$ cat src/rtl/ldpc_wb_stream_bridge_if.sv
// rtl/ldpc_wb_stream_bridge_if.sv - Wishbone slave and core stream bundle for the LDPC bridge
// Purpose: groups the Wishbone classic slave signals, the tx/rx word streams
//          to and from ldpcEncDec, and the level interrupt.
// Modports:
//   slave  - the bridge: samples wbs_* requests, drives ack/read data,
//            sources tx_*, sinks rx_*, drives irq_o.
//   master - the surroundings (management SoC plus core): the mirror image.
interface ldpc_wb_stream_bridge_if;
  logic        wbs_cyc_i;
  logic        wbs_stb_i;
  logic        wbs_we_i;
  logic [3:0]  wbs_sel_i;
  logic [31:0] wbs_adr_i;
  logic [31:0] wbs_dat_i;
  logic        wbs_ack_o;
  logic [31:0] wbs_dat_o;
  logic [31:0] tx_data_o;
  logic        tx_valid_o;
  logic        tx_ready_i;
  logic [31:0] rx_data_i;
  logic        rx_valid_i;
  logic        rx_ready_o;
  logic        irq_o;

  modport slave (
    input  wbs_cyc_i, wbs_stb_i, wbs_we_i, wbs_sel_i, wbs_adr_i, wbs_dat_i,
    output wbs_ack_o, wbs_dat_o,
    output tx_data_o, tx_valid_o,
    input  tx_ready_i,
    input  rx_data_i, rx_valid_i,
    output rx_ready_o,
    output irq_o
  );

  modport master (
    output wbs_cyc_i, wbs_stb_i, wbs_we_i, wbs_sel_i, wbs_adr_i, wbs_dat_i,
    input  wbs_ack_o, wbs_dat_o,
    input  tx_data_o, tx_valid_o,
    output tx_ready_i,
    output rx_data_i, rx_valid_i,
    input  rx_ready_o,
    input  irq_o
  );
endinterface

$ cat src/rtl/ldpc_wb_stream_bridge.sv
// rtl/ldpc_wb_stream_bridge.sv - Wishbone register front end streaming words to/from the LDPC core
// Purpose: software pushes words into an input FIFO (TXDATA), the bridge streams
//          them to the core, captures the core's results into an output FIFO
//          and lets software pop them (RXDATA). Sticky ovf/udf errors and a
//          level interrupt report results and misuse.
// Ports:
//   wb_clk_i  - single clock
//   wb_rst_ni - asynchronous active-low reset
//   bus       - slave side of ldpc_wb_stream_bridge_if (Wishbone, tx/rx streams, irq)
// Parameter: DEPTH - words per FIFO, power of two in 2..128.
module ldpc_wb_stream_bridge #(
  parameter int DEPTH = 8
) (
  input  logic                   wb_clk_i,
  input  logic                   wb_rst_ni,
  ldpc_wb_stream_bridge_if.slave bus
);
  localparam int PW = $clog2(DEPTH);
  localparam int CW = PW + 1;
  localparam logic [CW-1:0] FULL_CNT = CW'(DEPTH);

  localparam logic [2:0] A_CTRL   = 3'd0;
  localparam logic [2:0] A_STATUS = 3'd1;
  localparam logic [2:0] A_TXDATA = 3'd2;
  localparam logic [2:0] A_RXDATA = 3'd3;

  logic [31:0]   in_mem  [DEPTH];
  logic [31:0]   out_mem [DEPTH];
  logic [PW-1:0] in_rd_q, in_wr_q, out_rd_q, out_wr_q;
  logic [PW-1:0] in_rd_d, in_wr_d, out_rd_d, out_wr_d;
  logic [CW-1:0] in_cnt_q, out_cnt_q, in_cnt_d, out_cnt_d;
  logic          enable_q, irq_en_q, ovf_q, udf_q, ack_q, irq_q;
  logic          enable_d, irq_en_d, ovf_d, udf_d, irq_d;
  logic [31:0]   dat_q, dat_d, rdata;

  logic [2:0] adr;
  logic       req, wr_ctrl, flush, wr_stat, tx_wr, rx_rd;
  logic       in_full, in_empty, out_full, out_empty;
  logic       in_push, in_pop, out_push, out_pop;
  logic       unused_ok;

  assign adr       = bus.wbs_adr_i[4:2];
  assign req       = bus.wbs_cyc_i & bus.wbs_stb_i & ~ack_q;
  assign wr_ctrl   = req & bus.wbs_we_i & (adr == A_CTRL) & bus.wbs_sel_i[0];
  assign flush     = wr_ctrl & bus.wbs_dat_i[2];
  assign wr_stat   = req & bus.wbs_we_i & (adr == A_STATUS) & bus.wbs_sel_i[2];
  assign tx_wr     = req & bus.wbs_we_i & (adr == A_TXDATA);
  assign rx_rd     = req & ~bus.wbs_we_i & (adr == A_RXDATA);

  assign in_full   = (in_cnt_q == FULL_CNT);
  assign in_empty  = (in_cnt_q == '0);
  assign out_full  = (out_cnt_q == FULL_CNT);
  assign out_empty = (out_cnt_q == '0);

  assign bus.tx_valid_o = enable_q & ~in_empty;
  assign bus.tx_data_o  = in_mem[in_rd_q];
  assign bus.rx_ready_o = enable_q & ~out_full;
  assign bus.wbs_ack_o  = ack_q;
  assign bus.wbs_dat_o  = dat_q;
  assign bus.irq_o      = irq_q;

  // Fullness/emptiness are judged on the pre-edge counts, so a push into a
  // full FIFO is rejected even when the same edge pops a word.
  assign in_push  = tx_wr & ~in_full;
  assign in_pop   = bus.tx_valid_o & bus.tx_ready_i;
  assign out_push = bus.rx_valid_i & bus.rx_ready_o;
  assign out_pop  = rx_rd & ~out_empty;

  always_comb begin
    rdata = '0;
    case (adr)
      A_CTRL:   rdata = {30'd0, irq_en_q, enable_q};
      A_STATUS: rdata = {12'd0, udf_q, ovf_q, out_empty, in_full,
                         8'(out_cnt_q), 8'(in_cnt_q)};
      A_RXDATA: rdata = out_empty ? 32'd0 : out_mem[out_rd_q];
      default:  rdata = '0;
    endcase
  end

  always_comb begin
    enable_d  = enable_q;
    irq_en_d  = irq_en_q;
    in_rd_d   = in_rd_q  + PW'(in_pop);
    in_wr_d   = in_wr_q  + PW'(in_push);
    out_rd_d  = out_rd_q + PW'(out_pop);
    out_wr_d  = out_wr_q + PW'(out_push);
    in_cnt_d  = in_cnt_q  + CW'(in_push)  - CW'(in_pop);
    out_cnt_d = out_cnt_q + CW'(out_push) - CW'(out_pop);
    ovf_d     = (ovf_q & ~(wr_stat & bus.wbs_dat_i[18])) | (tx_wr & in_full);
    udf_d     = (udf_q & ~(wr_stat & bus.wbs_dat_i[19])) | (rx_rd & out_empty);
    dat_d     = (req & ~bus.wbs_we_i) ? rdata : 32'd0;
    if (wr_ctrl) begin
      enable_d = bus.wbs_dat_i[0];
      irq_en_d = bus.wbs_dat_i[1];
    end
    // Flush overrides every stream or bus transfer landing on the same edge.
    if (flush) begin
      in_rd_d   = '0;
      in_wr_d   = '0;
      out_rd_d  = '0;
      out_wr_d  = '0;
      in_cnt_d  = '0;
      out_cnt_d = '0;
    end
    irq_d = irq_en_d & ((out_cnt_d != '0) | ovf_d | udf_d);
  end

  always_ff @(posedge wb_clk_i or negedge wb_rst_ni) begin
    if (!wb_rst_ni) begin
      enable_q  <= 1'b0;
      irq_en_q  <= 1'b0;
      ovf_q     <= 1'b0;
      udf_q     <= 1'b0;
      ack_q     <= 1'b0;
      irq_q     <= 1'b0;
      dat_q     <= '0;
      in_rd_q   <= '0;
      in_wr_q   <= '0;
      out_rd_q  <= '0;
      out_wr_q  <= '0;
      in_cnt_q  <= '0;
      out_cnt_q <= '0;
    end else begin
      enable_q  <= enable_d;
      irq_en_q  <= irq_en_d;
      ovf_q     <= ovf_d;
      udf_q     <= udf_d;
      ack_q     <= req;
      irq_q     <= irq_d;
      dat_q     <= dat_d;
      in_rd_q   <= in_rd_d;
      in_wr_q   <= in_wr_d;
      out_rd_q  <= out_rd_d;
      out_wr_q  <= out_wr_d;
      in_cnt_q  <= in_cnt_d;
      out_cnt_q <= out_cnt_d;
    end
  end

  // Storage carries no reset; only the pointers and counts define contents.
  always_ff @(posedge wb_clk_i) begin
    if (in_push)  in_mem[in_wr_q]   <= bus.wbs_dat_i;
    if (out_push) out_mem[out_wr_q] <= bus.rx_data_i;
  end

  assign unused_ok = ^{bus.wbs_adr_i[31:5], bus.wbs_adr_i[1:0],
                       bus.wbs_sel_i[3], bus.wbs_sel_i[1]};
endmodule

$ cat src/flat_wrapper.sv
// flat-port wrapper written by rule: the top's interface ports become plain ports
module ldpc_wb_stream_bridge_flat 
#(
  parameter int DEPTH = 8
)
  (wb_clk_i, wb_rst_ni, bus_wbs_cyc_i, bus_wbs_stb_i, bus_wbs_we_i, bus_wbs_sel_i, bus_wbs_adr_i, bus_wbs_dat_i, bus_wbs_ack_o, bus_wbs_dat_o, bus_tx_data_o, bus_tx_valid_o, bus_tx_ready_i, bus_rx_data_i, bus_rx_valid_i, bus_rx_ready_o, bus_irq_o);
  ldpc_wb_stream_bridge_if bus_i ();
  input  logic wb_clk_i;
  input  logic wb_rst_ni;
  input wire logic [$bits(bus_i.wbs_cyc_i)-1:0] bus_wbs_cyc_i;
  input wire logic [$bits(bus_i.wbs_stb_i)-1:0] bus_wbs_stb_i;
  input wire logic [$bits(bus_i.wbs_we_i)-1:0] bus_wbs_we_i;
  input wire logic [$bits(bus_i.wbs_sel_i)-1:0] bus_wbs_sel_i;
  input wire logic [$bits(bus_i.wbs_adr_i)-1:0] bus_wbs_adr_i;
  input wire logic [$bits(bus_i.wbs_dat_i)-1:0] bus_wbs_dat_i;
  output wire logic [$bits(bus_i.wbs_ack_o)-1:0] bus_wbs_ack_o;
  output wire logic [$bits(bus_i.wbs_dat_o)-1:0] bus_wbs_dat_o;
  output wire logic [$bits(bus_i.tx_data_o)-1:0] bus_tx_data_o;
  output wire logic [$bits(bus_i.tx_valid_o)-1:0] bus_tx_valid_o;
  input wire logic [$bits(bus_i.tx_ready_i)-1:0] bus_tx_ready_i;
  input wire logic [$bits(bus_i.rx_data_i)-1:0] bus_rx_data_i;
  input wire logic [$bits(bus_i.rx_valid_i)-1:0] bus_rx_valid_i;
  output wire logic [$bits(bus_i.rx_ready_o)-1:0] bus_rx_ready_o;
  output wire logic [$bits(bus_i.irq_o)-1:0] bus_irq_o;
  assign bus_i.wbs_cyc_i = bus_wbs_cyc_i;
  assign bus_i.wbs_stb_i = bus_wbs_stb_i;
  assign bus_i.wbs_we_i = bus_wbs_we_i;
  assign bus_i.wbs_sel_i = bus_wbs_sel_i;
  assign bus_i.wbs_adr_i = bus_wbs_adr_i;
  assign bus_i.wbs_dat_i = bus_wbs_dat_i;
  assign bus_wbs_ack_o = bus_i.wbs_ack_o;
  assign bus_wbs_dat_o = bus_i.wbs_dat_o;
  assign bus_tx_data_o = bus_i.tx_data_o;
  assign bus_tx_valid_o = bus_i.tx_valid_o;
  assign bus_i.tx_ready_i = bus_tx_ready_i;
  assign bus_i.rx_data_i = bus_rx_data_i;
  assign bus_i.rx_valid_i = bus_rx_valid_i;
  assign bus_rx_ready_o = bus_i.rx_ready_o;
  assign bus_irq_o = bus_i.irq_o;
  ldpc_wb_stream_bridge #(.DEPTH(DEPTH)) u_core (.wb_clk_i(wb_clk_i), .wb_rst_ni(wb_rst_ni), .bus(bus_i));
endmodule
$ cat config.mk
export PLATFORM = sky130hd
export DESIGN_NAME = ldpc_wb_stream_bridge_flat
export DESIGN_NICKNAME = d
export VERILOG_FILES = /design/src/rtl/ldpc_wb_stream_bridge_if.sv /design/src/rtl/ldpc_wb_stream_bridge.sv /design/src/flat_wrapper.sv
export SDC_FILE = /design/constraint.sdc
export NUM_CORES = 1
export LEC_CHECK = 0
export BUFFER_PORTS_ARGS = -buffer_cell sky130_fd_sc_hd__buf_4
export CAP_MARGIN = 20
export CORE_MARGIN = 3
export CORE_UTILIZATION = 30
export CTS_CLUSTER_SIZE = 12
export DETAILED_ROUTE_END_ITERATION = 10
export SLEW_MARGIN = 30
export SYNTH_ARGS = -nofsm -noshare
export SYNTH_HDL_FRONTEND = slang
export SYNTH_SLANG_ARGS = --single-unit
$ cat constraint.sdc
create_clock -name wb_clk_i -period 9.2 [get_ports wb_clk_i]
set_input_delay 0.46 -clock wb_clk_i [delete_from_list [all_inputs] [get_ports wb_clk_i]]
set_output_delay 0.46 -clock wb_clk_i [all_outputs]
set_load 0.03 [all_outputs]
* Word-level counts from Yosys, hierarchy flattened *
Memory sizes are Yosys's and may differ from the RTL's.
Index checks and enable logic that the tools add are counted.

storage, ports and cells
  bits in registers = 58
  bits in writable memories = 512
  bits of input ports = 107
  output and inout bits = 68
  word-level logic and storage cells = 82
  memories kept = 2

cells by class
  add/sub/neg operators = 8
  equality and inequality tests = 5
  muxes and demuxes = 14
  bitwise operators = 36
  reductions and logical operators = 4

memory list
  memory          depth  bits a word  rd ports  clocked after Yosys merged registers in  write ports  RTL line                     RTL
  u_core.in_mem   8      32           1         0                                        1            ldpc_wb_stream_bridge.sv:27  logic [31:0] in_mem [DEPTH];
  u_core.out_mem  8      32           1         0                                        1            ldpc_wb_stream_bridge.sv:28  logic [31:0] out_mem [DEPTH];

operators with widths
  cell                                                  count
  case mux 32 bit (3 select lines)                      1
  2-to-1 mux 32 bit                                     2
  bitwise AND 1 bit                                     24
  adder 3 x 1 -> 3 bit                                  4
  2-to-1 mux 3 bit                                      4
  adder 4 x 1 -> 4 bit                                  2
  equality test 4 bit (second input constant)           2
  logical NOT 4 bit                                     2
  2-to-1 mux 4 bit                                      2
  NOT 1 bit                                             8
  subtractor 4 x 1 -> 4 bit                             2
  equality test 3 x 2 -> 1 bit (second input constant)  2
  2-to-1 mux 1 bit                                      5
  bitwise OR 1 bit                                      4
  nonzero test 4 bit                                    1
  equality test 3 x 1 -> 1 bit (second input constant)  1
  logical NOT 3 bit                                     1

* Logic depth before layout (Yosys ltp) *
  depth in word-level cells = 12
  depth in mapped cells = 15
  gate-level depth less buffers = 14

* Worst setup path before layout *
No wires, ideal clock.

  kind = register to register
  start = register u_core.out_cnt_q[2]
  end = memory u_core.out_mem[0][0] (enable)
  library setup time = 461 ps
  data arrival time = 3,767 ps
  required time = 8,739 ps
  slack = 4,972 ps
  cell stages (with the launch flop) = 7
  path buffers = 0
  period minus slack after synthesis = 4,228 ps
  cell sequence = dfrtp_1 inv_1 ha_1 a31oi_1 and2_1 nand2b_1 nor3_1

between the ends
  longest elaborated chain between the ends = 6

RTL lines
  item                                    RTL line                      RTL
  start: declaration                      ldpc_wb_stream_bridge.sv:31   logic [CW-1:0] in_cnt_q, out_cnt_q, in_cnt_d, out_cnt_d;
  start signal: assignment                ldpc_wb_stream_bridge.sv:136  out_cnt_q <= out_cnt_d;
  equality test 4 bit                     ldpc_wb_stream_bridge.sv:52   assign out_full = (out_cnt_q == FULL_CNT);
  NOT 1 bit                               ldpc_wb_stream_bridge.sv:57   assign bus.rx_ready_o = enable_q & ~out_full;
  bitwise AND 1 bit                       ldpc_wb_stream_bridge.sv:57
  net bus_rx_ready_o                      flat_wrapper.sv:23            output wire logic [$bits(bus_i.rx_ready_o)-1:0] bus_rx_ready_o;
  bitwise AND 1 bit                       ldpc_wb_stream_bridge.sv:66   assign out_push = bus.rx_valid_i & bus.rx_ready_o;
  2-to-1 mux 1 bit                        ldpc_wb_stream_bridge.sv:143  if (out_push) out_mem[out_wr_q] <= bus.rx_data_i;
  2-to-1 mux 1 bit (not written as such)  ldpc_wb_stream_bridge.sv:143
  end: declaration                        ldpc_wb_stream_bridge.sv:28

The timed path passes the listed nets, and every way through them passes these cells.

* Final worst setup path *
  start = register u_core.in_rd_q[0]
  end = output bus_tx_data_o[18]

between the ends
  longest elaborated chain between the ends = 1

RTL lines
  item                      RTL line                      RTL
  start: declaration        ldpc_wb_stream_bridge.sv:29   logic [PW-1:0] in_rd_q, in_wr_q, out_rd_q, out_wr_q;
  start signal: assignment  ldpc_wb_stream_bridge.sv:131  in_rd_q <= in_rd_d;
  memory (8 x 32 bit)       -
  end: declaration          flat_wrapper.sv:18            output wire logic [$bits(bus_i.tx_data_o)-1:0] bus_tx_data_o;

No other way between the ends.

==> results.yml <==
setup_path:
  slowest_delay_ns: 0.67
  crit_path_start_kind: "flip-flop"
  required_ns: 8.74
  path_max_fanout: 48
  r2r_start: "u_core.out_cnt_q[2]"
  worstPathCellList: "buf_6, mux4_2, mux2_2, buf_4"
  endpoint_kind: "output port"
  critPathKind: "flip-flop to output port"
  rrSetupSlack_ns: 6.10
  cp_top_family: "multiplexers"
  path_buf_inv: 2
  crit_slowest_cell: "dfrtp_4"
  r2r_cells: 14
  cp.arrival_ns: 3.02
  r2r-end: "u_core.bus.irq_o"
yosys:
  synth.most_common_cell: "edfxtp_1"
  synth_top_cells_by_area: "edfxtp_1 70%, mux4_2 13%, dfrtp_1 6.7%"
  avgSynthCellArea_sq_um: 22.2
  synth_cells: 984
  synth_top_area_cell: "edfxtp_1"
  postSynth.asyncResetShare_pct: 10.2
  ys_seq_elements: 570
  yosysSeqAreaShare_pct: 77.1
  syn_nets: 1113
  synth_flop_cell: "edfxtp_1"
  synth_top_area_share_pct: 70.5
  synth_edf_count: 512
  synth_area_sq_um: 21800
  yosys-top-cells-count: "512 x edfxtp_1, 127 x mux4_2, 59 x nor2_1"
  ys_types: 40
  ys_warn_count: 0
detailed_routing:
  drtAntennaViolNets: 0
  viasPerCell: 4.61
  wl_per_cell_um: 21.0
  routed_wl_mm: 45.6
  num_vias: 9986
  firstDrtPassIters: 7
  drt-initial-drc-count: 657
  drc_errors: 0
die:
  start_util_pct: 30.4
  core_region_area_sq_um: 71700
  dieWidth_um: 276
  die_height_um: 276
  pin_count: 175
  die_area_sq_um: 76000
  num_rows: 98
timing:
  period_needed_ns: 3.48
  fin_crit_sh_pct: 37.9
  relSlewSlack_pct: 48.0
  fin_tns_setup_ns: 0
  worst_pin_slew_ns: 0.780
  worst_slack_ns: 5.72
  fmax_ghz: 0.287
  rsz0062_at_grt: "false"
  slew_violations: 0
  setup_viol: 0
  final-hold-violation-count: 0
  skew_ns: 0.0188
placement:
  place_hpwl_mm: 25.4
  port_buffers: 143
  dpl_cell_area_sq_um: 24200
  globalplace.congestion: 0.701
  dp.cells: 2058
  pre_cts_slack_ns: 5.97
clocking:
  clockRootBuffer: "clkbuf_16"
  clock_latency_ns: 0.61
  hold_buffers: 1
  post-cts-setup-buffers: 0
  h-tree-depth: 2
  clock-sinks: 570
  cts_tree: "yes"
  clockBufferDepth: 3
  cts.repair.resized: 0
  cts-buffers-inserted: 60
  path_clk_slew_ns: 0.06
power:
  power.total_mw: 6.90
  power_density_nw_per_um2: 264
  clkPwrFrac_pct: 33.4
  combPwrFrac_pct: 23.1
  leakage_nw: 8.65
  peakVddDrop_mv: 0.166
  power_frac_seq_pct: 43.5
  p_sw_mw: 1.87
  p_int_mw: 5.03
  swShare_pct: 27.1
global_routing:
  grt_usage_pct: 11.9
  antenna_found_initial: 6
  grt_pass1_wl_mm: 67.4
  overflow: 0
  grt_pass1_vias: 10500
  grt_max_degree: 66
final_layout:
  fillers: 6588
  drive_gt1_share_pct: 37.4
  syn_to_final_growth_pct: 19.6
  post-route-cell-area_sq_um: 26100
  layout.nets: 1301
  fin_cells: 2168
worst_hold_path:
  hold_class: "input pin to flip-flop"
  min-delay-start: "bus_wbs_dat_i[24]"
  min_to: "u_core.in_mem[6][24]"
  holdPathStages: 1
outcome:
  status: "complete, no violations"
flow_run:
  maxCapViolations: 0
[cell usage in the layout (no fill, tap or decap), types with 8 or more instances in the layout]
cell | netlist | final
nor2b_1 | 15 | 15
clkinv_2 | 0 | 8
mux2i_1 | 20 | 20
mux2_2 | 43 | 43
a22oi_2 | 10 | 10
nand2_1 | 9 | 9
edfxtp_1 | 512 | 512
ha_1 | 20 | 20
dfrtp_1 | 58 | 53
mux4_2 | 127 | 127
nor2_4 | 0 | 12
clkbuf_1 | 15 | 19
clkbuf_16 | 0 | 61
xnor2_1 | 8 | 8
buf_4 | 5 | 165
inv_1 | 17 | 17
nor2_1 | 59 | 47
[flip-flops by register name (all words and copies together) (netlist names), 3 cells and up]
register and count:
u_core.out_mem 256, u_core.in_cnt_q 4, u_core.in_wr_q 3, u_core.in_rd_q 3, u_core.out_wr_q 3, u_core.in_mem 256
u_core.out_rd_q 3, u_core.out_cnt_q 4, u_core.bus.wbs_dat_o 32
[how the worst max path moves through the flow]
stage,startpoint,end,slack [ns],cells past startpoint
floorplan,u_core.out_cnt_q[2],u_core.out_mem[0][0],4.97,6
global placement,bus_wbs_stb_i,u_core.bus.irq_o,5.97,13
detailed placement,bus_wbs_stb_i,u_core.bus.irq_o,5.97,13
CTS,u_core.in_rd_q[0],bus_tx_data_o[25],5.60,4
global route,u_core.in_rd_q[0],bus_tx_data_o[18],5.48,4
finish,u_core.in_rd_q[0],bus_tx_data_o[18],5.72,4
[cell type report]
class / count / area, sq um / area share [%]
clock buffer: 81 / 1610 / 6.18
inverter: 18 / 67.6 / 0.259
clock inverter: 25 / 259 / 0.993
multi-input combinational: 352 / 4800 / 18.4
timing repair buffer: 170 / 1310 / 5.02
sequential: 570 / 16800 / 64.6
antenna: 2 / 5.00 / 0.0192
tap: 950 / 1190 / 4.56
[metrics by stage]
stage,utilization (%),hold WS [ns]
global placement,33.7,0.484
detailed placement,33.7,0.499
floorplan,-,0.164
CTS,36.3,0.0367
global route,36.3,0.0397
finish,36.4,0.0748
[worst register-to-register path, cell delays in order (launching register included)]
cell and delay [ns]:
dfrtp_1 0.39, inv_1 0.11, ha_1 0.14, and3_1 0.24, nor2_1 0.09, nand2_1 0.07
buf_4 0.33, inv_2 0.09, ha_1 0.28, inv_1 0.04, ha_1 0.20, fa_1 0.41
xnor2_1 0.20, a31oi_1 0.13, o31a_1 0.25
[power groups by stage]
stage	registers (mW)	logic, mW	clock network (mW)
2_1_floorplan	2.98	1.24	0
3_3_place_gp	3.06	1.62	0
3_5_place_dp	3.06	1.63	0
4_1_cts	3.01	1.64	2.37
5_1_grt	3.02	1.73	2.47
6_report	3.00	1.59	2.30
[logic make-up (layout without fill, tap and decap cells)]
| logic type | Yosys count | count (layout) | share of synthesized area (%) |
|---|---|---|---|
| xor gates and xnor gates | 8 | 8 | 0.321 |
| buffers and inverters | 62 | 294 | 1.41 |
| DFF | 570 | 570 | 77.1 |
| other | 0 | 2 | 0 |
| muxes | 195 | 195 | 16.6 |
| and+or+nand+nor | 103 | 103 | 2.16 |
| AOI/OAI and AO/OA | 24 | 24 | 0.992 |
| adders and majority gates | 22 | 22 | 1.33 |
[routing by layer]
metal / up-vias / wire [um] / global-route usage, %
met4: 8 / 711 / 2.85
met5: - / 58 / 0
met2: 260 / 22000 / 19.3
li1: 4392 / - / -
met3: 68 / 3300 / 3.30
met1: 5258 / 19500 / 16.1
No activity file was read; power rests on OpenSTA's default activity.
